===== config.mk =====
export PLATFORM = sky130hd
export DESIGN_NAME = bst_game_ctrl_flat
export DESIGN_NICKNAME = d
export VERILOG_FILES = /design/src/rtl/bst_game_ctrl_if.sv /design/src/rtl/bst_game_ctrl.sv /design/src/flat_wrapper.sv
export SDC_FILE = /design/constraint.sdc
export NUM_CORES = 1
export LEC_CHECK = 0
export BUFFER_PORTS_ARGS = -buffer_cell sky130_fd_sc_hd__buf_4
export CORE_ASPECT_RATIO = 1.2
export CORE_MARGIN = 5
export CORE_UTILIZATION = 35
export CTS_CLUSTER_DIAMETER = 60
export DETAILED_ROUTE_END_ITERATION = 6
export GPL_TIMING_DRIVEN = 0
export PLACE_DENSITY = 0.56
export SYNTH_ARGS = -nofsm -noshare
export SYNTH_HDL_FRONTEND = slang
export SYNTH_SLANG_ARGS = --single-unit
export TNS_END_PERCENT = 30

===== constraint.sdc =====
create_clock -name clk -period 2.7 [get_ports clk]
set_input_delay 0.135 -clock clk [delete_from_list [all_inputs] [get_ports clk]]
set_output_delay 0.135 -clock clk [all_outputs]
set_load 0.03 [all_outputs]

===== src/rtl/bst_game_ctrl_if.sv =====
// Signal bundle between the BST game controller and its switch/key front end
// and display stage.
interface bst_game_ctrl_if;
   logic [2:0] sw_index;
   logic       sw_valid;
   logic       key_n;
   logic [2:0] state;
   logic [2:0] target_idx;
   logic [6:0] target_key;
   logic [2:0] exp_node;
   logic [1:0] lives;
   logic [6:0] score;
   logic       hit_pulse;
   logic       miss_pulse;
   logic       invalid_pulse;

   modport master (
      output sw_index, sw_valid, key_n,
      input  state, target_idx, target_key, exp_node, lives, score,
             hit_pulse, miss_pulse, invalid_pulse
   );

   modport slave (
      input  sw_index, sw_valid, key_n,
      output state, target_idx, target_key, exp_node, lives, score,
             hit_pulse, miss_pulse, invalid_pulse
   );
endinterface


===== src/rtl/bst_game_ctrl.sv =====
// BST mini-game controller: key debounce, target generator and the search/score FSM.
//
// state     | meaning
// S_IDLE    | waiting for a press to start a game
// S_PLAY    | checking each confirmed pick against the search path
// S_WIN     | round won, holding feedback for FB_CYCLES
// S_OVER    | no lives left, waiting for a press to return to idle
module bst_game_ctrl #(
   parameter int DEBOUNCE_CYCLES = 50000,
   parameter int FB_CYCLES       = 25000000,
   parameter int LIVES           = 3
) (
   input logic            clk,
   input logic            rst_n,
   bst_game_ctrl_if.slave bus
);
   localparam int DB_W = $clog2(DEBOUNCE_CYCLES + 1);
   localparam int FB_W = $clog2(FB_CYCLES + 1);

   typedef enum logic [2:0] {
      S_IDLE = 3'd0,
      S_PLAY = 3'd1,
      S_WIN  = 3'd2,
      S_OVER = 3'd3
   } state_t;

   function automatic logic [6:0] key_of(input logic [2:0] idx);
      case (idx)
         3'd0:    key_of = 7'd40;
         3'd1:    key_of = 7'd20;
         3'd2:    key_of = 7'd60;
         3'd3:    key_of = 7'd10;
         3'd4:    key_of = 7'd30;
         3'd5:    key_of = 7'd50;
         default: key_of = 7'd70;
      endcase
   endfunction

   logic            sync1, sync2, db_level, press;
   logic [DB_W-1:0] db_cnt;
   logic [2:0]      tgt_cnt;

   state_t          state_q, state_d;
   logic [2:0]      target_q, target_d, exp_q, exp_d;
   logic [1:0]      lives_q, lives_d;
   logic [6:0]      score_q, score_d;
   logic [FB_W-1:0] fb_q, fb_d;
   logic            hit_q, hit_d, miss_q, miss_d, inv_q, inv_d;

   // press fires only when the debounced level settles low
   always_ff @(posedge clk) begin
      if (!rst_n) begin
         sync1    <= 1'b1;
         sync2    <= 1'b1;
         db_level <= 1'b1;
         db_cnt   <= '0;
         press    <= 1'b0;
         tgt_cnt  <= 3'd0;
      end else begin
         sync1   <= bus.key_n;
         sync2   <= sync1;
         press   <= 1'b0;
         tgt_cnt <= (tgt_cnt == 3'd6) ? 3'd0 : tgt_cnt + 3'd1;
         if (sync2 == db_level) begin
            db_cnt <= '0;
         end else if (db_cnt == DB_W'(DEBOUNCE_CYCLES - 1)) begin
            db_level <= sync2;
            db_cnt   <= '0;
            press    <= ~sync2;
         end else begin
            db_cnt <= db_cnt + DB_W'(1);
         end
      end
   end

   always_ff @(posedge clk) begin
      if (!rst_n) begin
         state_q  <= S_IDLE;
         target_q <= 3'd0;
         exp_q    <= 3'd0;
         lives_q  <= 2'd0;
         score_q  <= 7'd0;
         fb_q     <= '0;
         hit_q    <= 1'b0;
         miss_q   <= 1'b0;
         inv_q    <= 1'b0;
      end else begin
         state_q  <= state_d;
         target_q <= target_d;
         exp_q    <= exp_d;
         lives_q  <= lives_d;
         score_q  <= score_d;
         fb_q     <= fb_d;
         hit_q    <= hit_d;
         miss_q   <= miss_d;
         inv_q    <= inv_d;
      end
   end

   always_comb begin
      state_d  = state_q;
      target_d = target_q;
      exp_d    = exp_q;
      lives_d  = lives_q;
      score_d  = score_q;
      fb_d     = fb_q;
      hit_d    = 1'b0;
      miss_d   = 1'b0;
      inv_d    = 1'b0;
      case (state_q)
         S_IDLE: begin
            if (press) begin
               target_d = tgt_cnt;
               exp_d    = 3'd0;
               lives_d  = 2'(LIVES);
               score_d  = 7'd0;
               state_d  = S_PLAY;
            end
         end
         S_PLAY: begin
            if (press) begin
               if (!bus.sw_valid) begin
                  inv_d = 1'b1;
               end else if (bus.sw_index == exp_q) begin
                  hit_d = 1'b1;
                  if (exp_q == target_q) begin
                     if (score_q < 7'd99) score_d = score_q + 7'd1;
                     fb_d    = FB_W'(FB_CYCLES - 1);
                     state_d = S_WIN;
                  end else if (key_of(target_q) < key_of(exp_q)) begin
                     exp_d = {exp_q[1:0], 1'b1};
                  end else begin
                     exp_d = {exp_q[1:0], 1'b0} + 3'd2;
                  end
               end else begin
                  miss_d  = 1'b1;
                  lives_d = lives_q - 2'd1;
                  if (lives_q == 2'd1) state_d = S_OVER;
               end
            end
         end
         S_WIN: begin
            if (fb_q == '0) begin
               target_d = tgt_cnt;
               exp_d    = 3'd0;
               state_d  = S_PLAY;
            end else begin
               fb_d = fb_q - FB_W'(1);
            end
         end
         S_OVER: begin
            if (press) state_d = S_IDLE;
         end
         default: state_d = S_IDLE;
      endcase
   end

   assign bus.state         = state_q;
   assign bus.target_idx    = target_q;
   assign bus.target_key    = key_of(target_q);
   assign bus.exp_node      = exp_q;
   assign bus.lives         = lives_q;
   assign bus.score         = score_q;
   assign bus.hit_pulse     = hit_q;
   assign bus.miss_pulse    = miss_q;
   assign bus.invalid_pulse = inv_q;
endmodule


===== src/flat_wrapper.sv =====
// flat-port wrapper written by rule: the top's interface ports become plain ports
module bst_game_ctrl_flat 
#(
   parameter int DEBOUNCE_CYCLES = 50000,
   parameter int FB_CYCLES       = 25000000,
   parameter int LIVES           = 3
)
  (clk, rst_n, bus_sw_index, bus_sw_valid, bus_key_n, bus_state, bus_target_idx, bus_target_key, bus_exp_node, bus_lives, bus_score, bus_hit_pulse, bus_miss_pulse, bus_invalid_pulse);
  bst_game_ctrl_if bus_i ();
  input logic clk;
  input logic rst_n;
  input wire logic [$bits(bus_i.sw_index)-1:0] bus_sw_index;
  input wire logic [$bits(bus_i.sw_valid)-1:0] bus_sw_valid;
  input wire logic [$bits(bus_i.key_n)-1:0] bus_key_n;
  output wire logic [$bits(bus_i.state)-1:0] bus_state;
  output wire logic [$bits(bus_i.target_idx)-1:0] bus_target_idx;
  output wire logic [$bits(bus_i.target_key)-1:0] bus_target_key;
  output wire logic [$bits(bus_i.exp_node)-1:0] bus_exp_node;
  output wire logic [$bits(bus_i.lives)-1:0] bus_lives;
  output wire logic [$bits(bus_i.score)-1:0] bus_score;
  output wire logic [$bits(bus_i.hit_pulse)-1:0] bus_hit_pulse;
  output wire logic [$bits(bus_i.miss_pulse)-1:0] bus_miss_pulse;
  output wire logic [$bits(bus_i.invalid_pulse)-1:0] bus_invalid_pulse;
  assign bus_i.sw_index = bus_sw_index;
  assign bus_i.sw_valid = bus_sw_valid;
  assign bus_i.key_n = bus_key_n;
  assign bus_state = bus_i.state;
  assign bus_target_idx = bus_i.target_idx;
  assign bus_target_key = bus_i.target_key;
  assign bus_exp_node = bus_i.exp_node;
  assign bus_lives = bus_i.lives;
  assign bus_score = bus_i.score;
  assign bus_hit_pulse = bus_i.hit_pulse;
  assign bus_miss_pulse = bus_i.miss_pulse;
  assign bus_invalid_pulse = bus_i.invalid_pulse;
  bst_game_ctrl #(.DEBOUNCE_CYCLES(DEBOUNCE_CYCLES), .FB_CYCLES(FB_CYCLES), .LIVES(LIVES)) u_core (.clk(clk), .rst_n(rst_n), .bus(bus_i));
endmodule

== Yosys cells after proc, flatten, opt, wreduce, memory -nomap -nowiden ==
Cells that the tools add are included.
Operators by class
  bitwise gates (word level): 4
  $add $sub $neg: 6
  mux-type cells: 52
  equal/unequal tests: 32
  $lt $le $gt $ge: 2
  reduce and logical (&&, ||, !) cells: 20
Operators with widths (number)
  25-bit 2-to-1 mux: 5
  7-bit 2-to-1 mux: 16
  7-bit case mux with 6 select lines: 2
  25-bit case mux with 2 select lines: 1
  3-bit 2-to-1 mux: 16
  25-bit zero test: 1
  25-bit by 1-bit subtractor with 25-bit output, second input constant: 1
  7-bit AND reduction: 3
  3-bit by 2-bit == test with 1-bit output, second input constant: 6
  16-bit by 1-bit adder with 16-bit output, second input constant: 1
  16-bit == test, second input constant: 1
  3-bit == test, second input constant: 5
  2-bit by 1-bit != test with 1-bit output, second input constant: 7
  7-bit case mux with 2 select lines: 1
  3-bit case mux with 4 select lines: 1
  3-bit by 1-bit == test with 1-bit output, second input constant: 3
  3-bit zero test: 3
  3-bit case mux with 3 select lines: 1
  2-bit 2-to-1 mux: 4
  2-bit != test, second input constant: 4
  7-bit by 1-bit adder with 7-bit output, second input constant: 1
  7-bit < comparator: 1
  7-bit < comparator, second input constant: 1
  3-bit == test: 2
  20 further kinds: 29
Storage, ports and cells
  output and inout bits: 28
  word-level logic and storage cells: 131
  input bits: 7
  flip-flop bits (word level): 69

== Depth between registers and ports, before layout ==
  word-level depth: 14
  depth in mapped cells: 11
  mapped depth without buffers: 10

== Worst setup path after synthesis ==
OpenSTA, ideal clock, no wires.
  kind: flip-flop to flip-flop
  start: register u_core.target_q[0] (netlist: u_core.bus.target_idx[0])
  end: register u_core.exp_q[2] (netlist: u_core.bus.exp_node[2])
  arrival time: 2.619 ns
  setup slack: -0.047 ns
  clock period less this slack: 2.747 ns
  cell stages (with the launch flop): 10
  setup time: 0.129 ns
  data required time: 2.571 ns
  buffers on the path: 1
  path through: dfxtp_1 clkbuf_1 nor2b_1 nand2_1 o21ai_0 ha_1 a2111oi_0 o221ai_1 nand4_1 o211ai_1
On the way
  longest elaborated chain between the ends: 14
  elaborated cells on any way between the ends: 22
  those cells by class: order compare: 1; eq/ne: 7; mux: 12; reduce/logical: 2
Ends and longest elaborated chain
  start, declared: RTL line bst_game_ctrl.sv:44  | logic [2:0] target_q, target_d, exp_q, exp_d;
  start signal, assigned: RTL line bst_game_ctrl.sv:89  | target_q <= target_d;
  3-bit == test, or another cell as far along
  7-bit case mux with 6 select lines *
  via bus_target_key[5]: RTL line flat_wrapper.sv:17  | output wire logic [$bits(bus_i.target_key)-1:0] bus_target_key;
  7-bit 2-to-1 mux *: RTL line bst_game_ctrl.sv:126  | if (exp_q == target_q) begin
  7-bit 2-to-1 mux *: RTL line bst_game_ctrl.sv:124  | end else if (bus.sw_index == exp_q) begin
  7-bit 2-to-1 mux *: RTL line bst_game_ctrl.sv:122  | if (!bus.sw_valid) begin
  7-bit 2-to-1 mux *: RTL line bst_game_ctrl.sv:121  | if (press) begin
  7-bit 2-to-1 mux *: RTL line bst_game_ctrl.sv:110  | case (state_q)
  7-bit < comparator *: RTL line bst_game_ctrl.sv:130  | end else if (key_of(target_q) < key_of(exp_q)) begin
  3-bit 2-to-1 mux *: RTL line bst_game_ctrl.sv:130
  3-bit 2-to-1 mux *: RTL line bst_game_ctrl.sv:126
  3-bit 2-to-1 mux *: RTL line bst_game_ctrl.sv:124
  3-bit 2-to-1 mux *: RTL line bst_game_ctrl.sv:122
  3-bit 2-to-1 mux *: RTL line bst_game_ctrl.sv:121
  3-bit case mux with 3 select lines *: RTL line bst_game_ctrl.sv:110
  end signal, assigned: RTL line bst_game_ctrl.sv:90  | exp_q <= exp_d;
  end, declared: RTL line bst_game_ctrl.sv:44
The timed path passes the listed nets; every way through them passes the cells marked *. The select of a mux whose other input is x is not followed.
A chain may end at the register's enable or synchronous reset.

== Worst setup path after layout ==
  start: register u_core.fb_q[12]
  end: register u_core.exp_q[1] (netlist: u_core.bus.exp_node[1])
On the way
  longest elaborated chain between the ends: 3
Ends and longest elaborated chain
  start, declared: RTL line bst_game_ctrl.sv:47  | logic [FB_W-1:0] fb_q, fb_d;
  start signal, assigned: RTL line bst_game_ctrl.sv:83  | fb_q <= '0;
  start signal, assigned: RTL line bst_game_ctrl.sv:93  | fb_q <= fb_d;
  25-bit zero test: RTL line bst_game_ctrl.sv:143  | if (fb_q == '0) begin
  2-bit by 1-bit != test with 1-bit output (no line)
  7-bit AND reduction (no line)
No other way between the ends.

==> summary.md <==
| Metric | Value |
|---|---|
| Post-route cell area | `4470 µm²` |
| First-pass GRT wire length | `14200 µm` |
| Post-synthesis mux area share | `0.0165` |
| Xor/xnor cell area share of the yosys netlist | `0.0795` |
| Startpoint class of the critical path | `flip-flop` |
| Post-CTS setup buffers | `0` |
| Final Cycle Share | `0.969` |
| Width of the die | `103 µm` |
| Status | `finished, final reports clean` |
| Leak pwr | `1.68 nW` |
| Commonest cells after routing, fill and taps aside | `dfxtp_1, nor2_1, buf_4, nand2_1, a21oi_1` |
| Skew final | `0.00637 ns` |
| Drt drc | `0` |
| Initial antenna violation count | `0` |
| Asr flop ratio synth | `0` |
| Synth Area in Compound Gates | `0.176` |
| WP data required | `2.91 ns` |
| Area of the multi-input gates | `2150 µm²` |
| Floorplan row count | `40` |
| Syn Std Cell Area | `3640 µm²` |
| Synth Area per Inst | `8.44 µm²` |
| Initial DRT Pass Iterations | `4` |
| Fraction of layout cells with a size suffix above 1 | `0.162` |
| Register area | `1360 µm²` |
| FMAX | `382 MHz` |
| DIE AREA | `12500 µm²` |
| IO Port Bufs | `31` |
| Crit path depth | `8` |
| Critical path class | `flip-flop to flip-flop` |
| Clk pin slew, worst setup/hold paths | `0.06 ns` |
| Num CTS Buffers | `9` |
| Critical path buffers and inverters | `3` |
| Tmin final | `2.62 ns` |
| Worst R2R End | `u_core.bus.exp_node[1]` |
| Critical-path cell list | `or4_1, buf_2, or4_4, buf_6, buf_6, o21a_2, o311ai_2, nand3_1` |
| Largest family of logic cells by synthesized area | `simple AND/OR/NAND/NOR gates` |
| Antenna cells | `0` |
| Max_cap viols | `0` |
| Hold_ws | `0.143 ns` |
| CP dominant cell by count | `buf_6` |
| # setup viols final | `0` |
| Ys flop type | `dfxtp_1` |
| Worst-Skew Late Latency | `0.33 ns` |
| Post-synthesis simple-gate area fraction | `0.248` |
| Dpl cell area | `4040 µm²` |
| GPL Wtd Cong | `0.821` |
| Fin. max-slew vios | `0` |
| Via count | `3226` |
| Slowest stage delay, CP | `0.52 ns` |
| Number of global-route vias before repair | `3044` |
| Peak VDD IR | `0.282 mV` |
| CTS Root Cell | `clkbuf_16` |
| Max-slew headroom | `0.628` |
| Setup crit start | `u_core.fb_q[12]` |
| H-tree depth | `3` |
| Nets | `498` |
| All-Layer GR Usage | `0.143` |
| Number of synthesized flops with an enable pin | `0` |
| Worst hold path stage count | `2` |
| Fin. Hold Viols | `0` |
| Yosys warns | `0` |
| Fill count | `1027` |
| Post-synthesis register bit count | `68` |
| Worst hold path type | `primary input to flip-flop` |
| Worst setup EP type | `flip-flop` |
| Final Power | `2.44 mW` |
| Crit path max fanout | `10` |
| Final WL | `8400 µm` |
| Post-synthesis cell type count | `55` |
| Commonest non-fill, non-tap cell in the layout | `dfxtp_1` |
| Vias per std cell | `5.31` |
| Top-level port count | `35` |
| Largest net degree at the start of global routing | `13` |
| Worst r2r src | `u_core.fb_q[12]` |
| Measured slew at the worst slew-check pin | `0.559 ns` |
| Hold Startpoint | `rst_n` |
| Total negative setup slack | `0 ns` |
| Maximum buffer depth of the clock tree | `2` |
| Worst path slowest cell | `or4_1` |
| DR iter-0 viols | `156` |
| Worst Hold Path EP | `u_core.sync2` |
| R2R depth | `8` |
| RSZ-0062 raised after global routing | `true` |
| Worst EP arrival | `2.83 ns` |
| Synth-to-layout area growth | `22.9%` |
| Mapped Cells | `431` |
| Wire per inst | `13.8 µm` |
| DPL Wire Length | `6000 µm` |
| Power per Cell Area | `545 nW/µm²` |
| CP delay by family, top | `simple AND/OR/NAND/NOR gates` |
| Reg2Reg Setup Slack | `0.08 ns` |
| Initial Utilization | `0.360` |
| Die Y | `122 µm` |
| CTS Sinks | `68` |
| TritonCTS clock tree | `done` |
| Remaining antenna violation count | `0` |
| Adder-Cell Fraction of Synth Area | `0.0516` |
| Sequential share of the synthesized area | `0.374` |
| Core Footprint | `10100 µm²` |
| GRT Residual Overflow | `0` |
## metal layers
layer / GRT usage / share of wire / routed length [µm]
met5: 0 / 0 / 0
met4: 0.0680 / 0.025 / 213
met3: 0.0349 / 0.028 / 235
met2: 0.232 / 0.49 / 4150
met1: 0.176 / 0.45 / 3800
## metrics by stage
step / instances / setup WS (ns) / util
after CTS: 607 / 0.0189 / 0.437
after detailed placement: 589 / -0.179 / 0.399
final: 607 / 0.0837 / 0.442
after floorplan: 432 / 0.0359 / -
after global placement: 589 / -0.229 / 0.399
after global routing: 607 / -0.0237 / 0.442
## layout make-up
class,count,area share
buffer,25,0.0266
clock buffer,10,0.0534
clock inverter,6,0.0249
inverter,20,0.0168
multi-input combinational,319,0.482
sequential,68,0.305
tap,126,0.0353
timing repair buffer,33,0.0565
## where the power goes
part | switching, mW | leakage, nW | internal [mW] | total [mW]
clock network | 0.443 | 0.169 | 0.926 | 1.37
registers | 0.00451 | 0.550 | 1.01 | 1.01
logic | 0.0326 | 0.964 | 0.0201 | 0.0527
total | 0.480 | 1.68 | 1.96 | 2.44
## worst register-to-register path: stages, from the launching register on
cell and delay [ns]:
dfxtp_1 0.35, or4_1 0.52, buf_2 0.18, or4_4 0.52, buf_6 0.15, buf_6 0.14, o21a_2 0.26, o311ai_2 0.28
nand3_1 0.10
## registers in the layout (all words and copies together) (netlist names)
name,count
u_core.sync1,1
u_core.fb_q,25
u_core.bus.hit_pulse,1
u_core.bus.state,2
u_core.bus.target_idx,3
u_core.bus.score,7
u_core.tgt_cnt,3
u_core.bus.lives,2
u_core.bus.exp_node,3
u_core.sync2,1
u_core.bus.miss_pulse,1
u_core.db_cnt,16
u_core.press,1
u_core.db_level,1
u_core.bus.invalid_pulse,1
## cell families (layout without fill, tap and decap cells)
group	after synthesis	count (layout)
multiplexers	6	6
adder cells (fa/ha/maj)	15	15
flip-flops	68	68
buffers and inverters	45	94
other	1	2
AO/OA/AOI/OAI	94	94
XOR/XNOR	33	33
AND/OR/NAND/NOR	169	169
## repair_timing
item,CTS,global route
endpoints found under the setup margin,14,18
hold endpoints to repair,2,0
resized for setup,4,10
hold buffers,2,0
pin swaps,0,1
## synthesized netlist by cell type (7+ instances only)
master | instances | area share
dfxtp_1 | 68 | 0.37
nor2_1 | 46 | 0.047
nand2_1 | 23 | 0.024
a21oi_1 | 22 | 0.030
o21ai_0 | 21 | 0.029
clkbuf_1 | 20 | 0.021
inv_1 | 20 | 0.021
xnor2_1 | 19 | 0.046
ha_1 | 15 | 0.052
xor2_1 | 14 | 0.034
nand3_1 | 13 | 0.018
or4_1 | 12 | 0.025
nor3_1 | 11 | 0.015
or3_1 | 11 | 0.019
nand4_1 | 9 | 0.015
and3_1 | 8 | 0.014
nand2b_1 | 8 | 0.014
o31ai_1 | 7 | 0.014
## worst max-delay path by stage
| stage | to | slack (ns) |
|---|---|---|
| CTS | u_core.fb_q[13] | 0.02 |
| finish | u_core.bus.exp_node[1] | 0.08 |
| detailed placement | u_core.fb_q[24] | -0.18 |
| global route | u_core.fb_q[1] | -0.02 |
| global placement | u_core.bus.exp_node[1] | -0.23 |
| floorplan | u_core.bus.exp_node[2] | 0.04 |
Power figures use the tool's default switching activity.
